[src/rtl/lsu_ctrl.sv]
// lsu_ctrl: handshaked load/store unit between execute and data memory.
// Steers store data to byte lanes, extends load data, flags bad accesses and response timeouts.
module lsu_ctrl #(
   parameter int AWIDTH  = 32,
   parameter int DWIDTH  = 32,
   parameter int TIMEOUT = 16
) (
   input  logic                clk,
   input  logic                rst,
   input  logic                req_valid_i,
   output logic                req_ready_o,
   input  logic                is_store_i,
   input  logic [2:0]          funct3_i,
   input  logic [AWIDTH-1:0]   addr_i,
   input  logic [DWIDTH-1:0]   wdata_i,
   output logic                mem_req_o,
   output logic                mem_we_o,
   output logic [AWIDTH-1:0]   mem_addr_o,
   output logic [DWIDTH-1:0]   mem_wdata_o,
   output logic [DWIDTH/8-1:0] mem_wstrb_o,
   input  logic                mem_gnt_i,
   input  logic                mem_rvalid_i,
   input  logic [DWIDTH-1:0]   mem_rdata_i,
   output logic                resp_valid_o,
   output logic [DWIDTH-1:0]   resp_data_o,
   output logic [1:0]          resp_err_o
);
   localparam int NB = DWIDTH / 8;
   localparam int OB = $clog2(NB);
   localparam bit D64 = (DWIDTH == 64);

   typedef enum logic [1:0] {IDLE, REQ, WAIT, RESP} state_t;

   state_t            r_state, w_next;
   logic              r_store, r_mem_req;
   logic [2:0]        r_f3;
   logic [AWIDTH-1:0] r_addr;
   logic [DWIDTH-1:0] r_wdata, r_data;
   logic [7:0]        r_cnt;
   logic [1:0]        r_err;
   logic              w_accept, w_legal, w_mis, w_sign;
   logic [OB-1:0]     w_off;
   logic [NB-1:0]     w_bmask;
   logic [DWIDTH-1:0] w_dmask, w_shift, w_load;

   assign w_accept = req_valid_i && req_ready_o;
   assign w_legal  = is_store_i ? (!funct3_i[2] && (funct3_i[1:0] != 2'd3 || D64))
                   : (funct3_i == 3'd7) ? 1'b0
                   : (funct3_i == 3'd3 || funct3_i == 3'd6) ? D64 : 1'b1;
   assign w_mis    = (funct3_i[1:0] == 2'd1 && addr_i[0])
                  || (funct3_i[1:0] == 2'd2 && addr_i[1:0] != 2'd0)
                  || (funct3_i[1:0] == 2'd3 && addr_i[2:0] != 3'd0);

   // byte mask of the access size, right-aligned; shifted by the lane offset for strobes
   assign w_off   = r_addr[OB-1:0];
   assign w_bmask = NB'(r_f3[1:0] == 2'd0 ? 8'h01 : r_f3[1:0] == 2'd1 ? 8'h03 :
                        r_f3[1:0] == 2'd2 ? 8'h0F : 8'hFF);

   for (genvar i = 0; i < NB; i++) begin : g_mask
      assign w_dmask[8*i +: 8] = {8{w_bmask[i]}};
   end

   assign w_shift = mem_rdata_i >> {w_off, 3'b000};
   assign w_sign  = !r_f3[2] && (r_f3[1:0] == 2'd0 ? w_shift[7] :
                                 r_f3[1:0] == 2'd1 ? w_shift[15] : w_shift[31]);
   assign w_load  = (w_shift & w_dmask) | ({DWIDTH{w_sign}} & ~w_dmask);

   always_comb begin
      w_next = r_state;
      case (r_state)
         IDLE:    if (req_valid_i) w_next = (!w_legal || w_mis) ? RESP : REQ;
         REQ:     if (mem_gnt_i) w_next = r_store ? RESP : WAIT;
         WAIT:    if (mem_rvalid_i || r_cnt == 8'(TIMEOUT - 1)) w_next = RESP;
         default: w_next = IDLE;
      endcase
   end

   always_ff @(posedge clk or negedge rst) begin
      if (!rst) begin
         r_state   <= IDLE;
         r_store   <= 1'b0;
         r_f3      <= '0;
         r_addr    <= '0;
         r_wdata   <= '0;
         r_mem_req <= 1'b0;
         r_cnt     <= '0;
         r_err     <= '0;
         r_data    <= '0;
      end else begin
         r_state   <= w_next;
         r_mem_req <= (w_next == REQ);
         r_cnt     <= (r_state == WAIT) ? r_cnt + 8'd1 : 8'd0;
         if (w_accept) begin
            r_store <= is_store_i;
            r_f3    <= funct3_i;
            r_addr  <= addr_i;
            r_wdata <= wdata_i;
            r_err   <= !w_legal ? 2'd2 : w_mis ? 2'd1 : 2'd0;
            r_data  <= '0;
         end
         // data wins over timeout when both land in the same cycle
         if (r_state == WAIT) begin
            r_err  <= mem_rvalid_i ? 2'd0 : 2'd3;
            r_data <= mem_rvalid_i ? w_load : '0;
         end
      end
   end

   assign req_ready_o  = (r_state == IDLE);
   assign mem_req_o    = r_mem_req;
   assign mem_we_o     = r_mem_req && r_store;
   assign mem_addr_o   = r_mem_req ? {r_addr[AWIDTH-1:OB], OB'(0)} : '0;
   assign mem_wdata_o  = r_mem_req ? (r_wdata & w_dmask) << {w_off, 3'b000} : '0;
   assign mem_wstrb_o  = r_mem_req ? w_bmask << w_off : '0;
   assign resp_valid_o = (r_state == RESP);
   assign resp_data_o  = resp_valid_o ? r_data : '0;
   assign resp_err_o   = resp_valid_o ? r_err : '0;
endmodule

[config.mk]
export PLATFORM = sky130hd
export DESIGN_NAME = lsu_ctrl
export DESIGN_NICKNAME = d
export VERILOG_FILES = /design/src/rtl/lsu_ctrl.sv
export SDC_FILE = /design/constraint.sdc
export NUM_CORES = 1
export LEC_CHECK = 0
export CELL_PAD_IN_SITES_DETAIL_PLACEMENT = 2
export CELL_PAD_IN_SITES_GLOBAL_PLACEMENT = 2
export CORE_MARGIN = 2
export CORE_UTILIZATION = 28
export DETAILED_ROUTE_END_ITERATION = 8
export HOLD_SLACK_MARGIN = 0.15
export PLACE_DENSITY_LB_ADDON = 0.1
export SLEW_MARGIN = 10
export SYNTH_ARGS = -nofsm -noshare
export SYNTH_HDL_FRONTEND = slang
export SYNTH_SLANG_ARGS = --single-unit
[constraint.sdc]
create_clock -name clk -period 3.4 [get_ports clk]
set_clock_uncertainty 0.05 [all_clocks]
set_input_delay 0.85 -clock clk [delete_from_list [all_inputs] [get_ports clk]]
set_output_delay 0.85 -clock clk [all_outputs]
set_load 0.02 [all_outputs]
# After elaboration in Yosys (flattened, before gate mapping)
# Cells that the tools add are included.
# totals
register_bits	113
inputBits	105
out_inout_bits	106
wordCells	78
# op_classes
add_sub_neg	1
eq_ne	13
shifts	3
mux	27
bitwise	5
reduce_logical	20
# ops
cell	n
32-bit 2-to-1 mux	6
32-bit bitwise AND	3
32-bit inverter	1
32-bit OR	1
32-bit by 5-bit left shift with 32-bit output	1
32-bit by 5-bit right shift with 32-bit output	1
2-bit 2-to-1 mux	9
4-bit 2-to-1 mux	3
8-bit by 1-bit adder with 8-bit output (second input constant)	1
2-bit by 1-bit == test with 1-bit output (second input constant)	4
2-bit == test (second input constant)	4
8-bit by 4-bit == test with 1-bit output (second input constant)	1
8-bit 2-to-1 mux	1
1-bit logical AND	7
1-bit 2-to-1 mux	7
3-bit == test (second input constant)	2
2-bit one-hot mux with 3 select lines	1
1-bit logical OR	5
2-bit logical NOT	2
2-bit nonzero test	2
4-bit by 2-bit left shift with 4-bit output	1
3-bit by 2-bit == test with 1-bit output (second input constant)	1
1-bit logical NOT	3
3-bit nonzero test	1
2-bit inequality test (second input constant)	1

# Depth between registers and ports, before layout
# Gate-level depths: netlist (run 1).
# depth
ltp_word	11
depth_mapped	7
ltp_nobuf	5

# Least setup slack after synthesis (run 1)
# Ideal clock, no wire load.
# synth_path
path_kind	reg-to-output
startpoint	register r_addr[0]
endpoint	output mem_wdata_o[24]
arrival_ps	1707
required_ps	2500
setup_slack_ps	793
stages_incl_launch_ff	6
n_path_buf	3
path_cell_list	dfrtp_1 buf_6 clkbuf_1 clkbuf_1 a211oi_1 a211oi_1
# synth_between
elab_chain_cells	2
# synth_lines
item	line_no	rtl
start, declared	37	logic [AWIDTH-1:0] r_addr;
start signal, assigned	96	r_addr <= addr_i;
32-bit by 5-bit left shift with 32-bit output	113	assign mem_wdata_o = r_mem_req ? (r_wdata & w_dmask) << {w_off, 3'b000} : '0;
32-bit 2-to-1 mux	113	
end, declared	19	output logic [DWIDTH-1:0] mem_wdata_o,
# No other way between the ends.

# Worst setup path after layout (run 1)
# layout_path
startpoint	register r_addr[0]
endpoint	output mem_wdata_o[29]
# Same word-level chain as after synthesis.

==> flow_metrics.tcl, run 1 <==
set metrics [dict create \
    grt_pass1_wl_mm 37.4 \
    avgRoutedWirePerCell_um 20.1 \
    routed_wl_mm 23.6 \
    yosys.area.top_type "dfrtp_1" \
    coreArea_mm2 0.0209 \
    syn_avg_cell_area_um2 8.62 \
    syn2layout_area_growth_pct 52.1 \
    finalCritPeriodShare_pct 97.1 \
    yosysSeqAreaShare_pct 47.6 \
    arrival_ns 2.40 \
    drtPass1Iterations 5 \
    post-synth-top-count-cell "nand2_1" \
    grtUsageTotal_pct 21.6 \
    crit_chain "buf_4 -> nor3b_1 -> a21oi_1 -> a211oi_1 -> clkdlybuf4s50_1" \
    cpPeakStageDelay_ns 0.67 \
    cp_max_fo 12 \
    cp.required_ns 2.50 \
    finalSetupTns_ns 0 \
    timing_hold_violations_final 0 \
    hold_buffers 0 \
    period_needed_ns 3.30 \
    endpoint_kind "primary output" \
    clock.fmax_mhz 303 \
    antenna_found_initial 1 \
    synthesis.area_mm2 0.00594 \
    worstSetupPathType "reg2out" \
    crit_path_top_delay_cell "clkdlybuf4s50_1" \
    io_pins 211 \
    port_buffers 208 \
    clk_latency_ns 0.41 \
    cap_violations 0 \
    rows 53 \
    powerDensity_mw_per_mm2 855 \
    setup_viol 0 \
    critical_path_buf_inv_count 2 \
    antenna_cells 0 \
    start_util_pct 28.4 \
    synth_top_area_share_pct 47.6 \
    final_nets 992 \
    fp.dieW_um 150 \
    synth_edf_count 0 \
    yosysWarnings 0 \
    die_h_um 150 \
    place_congestion 0.804 \
    die-area_mm2 0.0224 \
    tritoncts "built" \
    relSlewSlack_pct 38.7 \
    htreeDepth 4 \
    min_path_type "reg2reg" \
    synth_ff_type "dfrtp_1" \
    fin_area_mm2 0.00903 \
    dr.first_iter.drc_count 217 \
    synthTopCellsByArea "dfrtp_1, nand2_1, and2_1" \
    dpl.hpwl_mm 17.0 \
    async_flop_share_pct 100 \
    cts_root_buf "clkbuf_16" \
    vias_per_cell 5.00 \
    vias 5866 \
    rsz0062_at_grt "false" \
    post_dp_cell_area_mm2 0.00837 \
    status "finished, final reports clean" \
    cts_buffer_depth 2 \
    synthTopCellsByCount "nand2_1, dfrtp_1, and2_1, clkbuf_1, a21oi_1" \
    vdd_drop_max_mv 0.433 \
    worstMarginPinSlew_ns 0.920 \
    grt_max_degree 65 \
    overflow 0 \
    drtAntennaViolNets 0 \
    synth_cells 689 \
    cts_buffers 17 \
    drc 0 \
    grt_pass1_vias 6760 \
    slew_viol_final 0 \
    cts_sinks 113 \
    p_leak_nw 4.22 \
    ys_types 41 \
    synth_seq_cells 113 \
    path_clk_slew_ns 0.06 \
    drive_above_1_share_pct 9.01 \
    cp-start-kind "flop" \
    critPathTopFamily "buffers and inverters" \
]
[flip-flops by register name, summed over array words and instances (netlist names)]
name	cells
r_wdata	32
r_addr	32
r_err	2
r_f3	3
mem_req_o	1
r_cnt	8
r_store	1
r_state	2
r_data	32
[what timing repair did]
| action | CTS | global route |
|---|---|---|
| gates cloned | 0 | 0 |
| resized for setup | 6 | 9 |
| endpoints found under the setup margin | 9 | 20 |
| buffers inserted | 0 | 1 |
[routing by layer]
| layer | part of all wire, % | track usage (%) |
|---|---|---|
| met5 | 0.068 | 0 |
| met1 | 42 | 26.7 |
| met3 | 5.5 | 4.94 |
| met4 | 1.3 | 5.62 |
| met2 | 51 | 37.8 |
[cell families after synthesis]
| logic type | share of synthesized area [%] |
|---|---|
| compound gates | 13.5 |
| simple gates | 27.7 |
| other cells | 0.0632 |
| mux | 5.96 |
| fa+ha+maj | 0.211 |
| xor+xnor | 0.738 |
| buf+inv | 4.17 |
| flops | 47.6 |
[worst reg2reg max path: cells and delay by family, from the launching register on]
| kind | cells | cell delay (ns) |
|---|---|---|
| simple gates | 3 | 1.18 |
| flops | 1 | 0.61 |
| buf+inv | 1 | 0.28 |
| compound gates | 1 | 0.28 |
[report_power, final]
group	leakage (nW)	switching (mW)	total [mW]	internal, mW
Sequential	1.45	0.494	2.44	1.95
Clock	0.304	0.694	1.95	1.26
Combinational	2.47	1.92	3.33	1.41
[layout make-up]
cell class | instances | area (um^2)
Fill cell | 2273 | 11900
Inverter | 3 | 11.3
Clock buffer | 18 | 439
Timing Repair Buffer | 232 | 2320
Clock inverter | 14 | 200
Multi-Input combinational cell | 519 | 2890
Sequential cell | 113 | 2830
Tap cell | 275 | 344
[through the flow]
step	hold WS, ns	worst slack, ns	power (mW)	std cells	util [%]
finish	0.418	0.0986	7.72	1174	43.2
global route	0.455	0.00215	8.26	1174	43.2
CTS	0.424	0.0149	7.81	1173	43.1
detailed placement	0.409	0.366	5.78	1141	40.0
global placement	0.395	0.413	5.59	1141	40.0
floorplan	0.383	0.793	4.32	690	-
[worst paths after layout]
kind,slack (ns),start,to,cells past startpoint
max,0.1,r_addr[0],mem_wdata_o[29],5
min,0.42,r_cnt[0],r_cnt[0],1
max reg2reg,0.92,r_state[1],r_data[26],5
min reg2reg,0.42,r_cnt[0],r_cnt[0],1
max in group asynchronous,2.01,rst,r_data[10],2
min in group asynchronous,0.48,rst,r_data[11],1
[layout by cell type, fill, tap and decap left out, types with 2 or more instances in the layout]
cell / n
a221o_1: 17
o21ai_0: 20
nand2b_1: 2
dlygate4sd2_1: 5
nand2_1: 221
nor2b_1: 12
o22ai_1: 2
dfrtp_1: 112
clkbuf_16: 17
nor2_1: 29
clkinvlp_4: 3
clkdlybuf4s50_1: 196
buf_4: 20
a221oi_1: 8
conb_1: 2
nor3b_1: 9
xor2_1: 2
a21oi_1: 37
nor3_1: 2
a21o_1: 2
a211oi_1: 16
and2_1: 42
mux2i_1: 14
xnor2_1: 3
nand3_1: 3
o21ai_2: 2
a22o_1: 9
inv_6: 5
and3_1: 36
dlymetal6s2s_1: 6
inv_1: 3
buf_12: 4
mux2_2: 16
bufinv_16: 4
No activity file was read; power rests on OpenSTA's default activity.
==> inputs of run 2 (changes only) <==
--- a/config.mk
+++ b/config.mk
@@ -9,6 +9,7 @@
 export CELL_PAD_IN_SITES_GLOBAL_PLACEMENT = 2
 export CORE_MARGIN = 2
 export CORE_UTILIZATION = 28
+export CTS_CLUSTER_SIZE = 14
 export DETAILED_ROUTE_END_ITERATION = 8
 export HOLD_SLACK_MARGIN = 0.15
 export PLACE_DENSITY_LB_ADDON = 0.1
==> results of run 2 <==
Same layout as run 1: the final DEF is identical, and so are final timing and power.
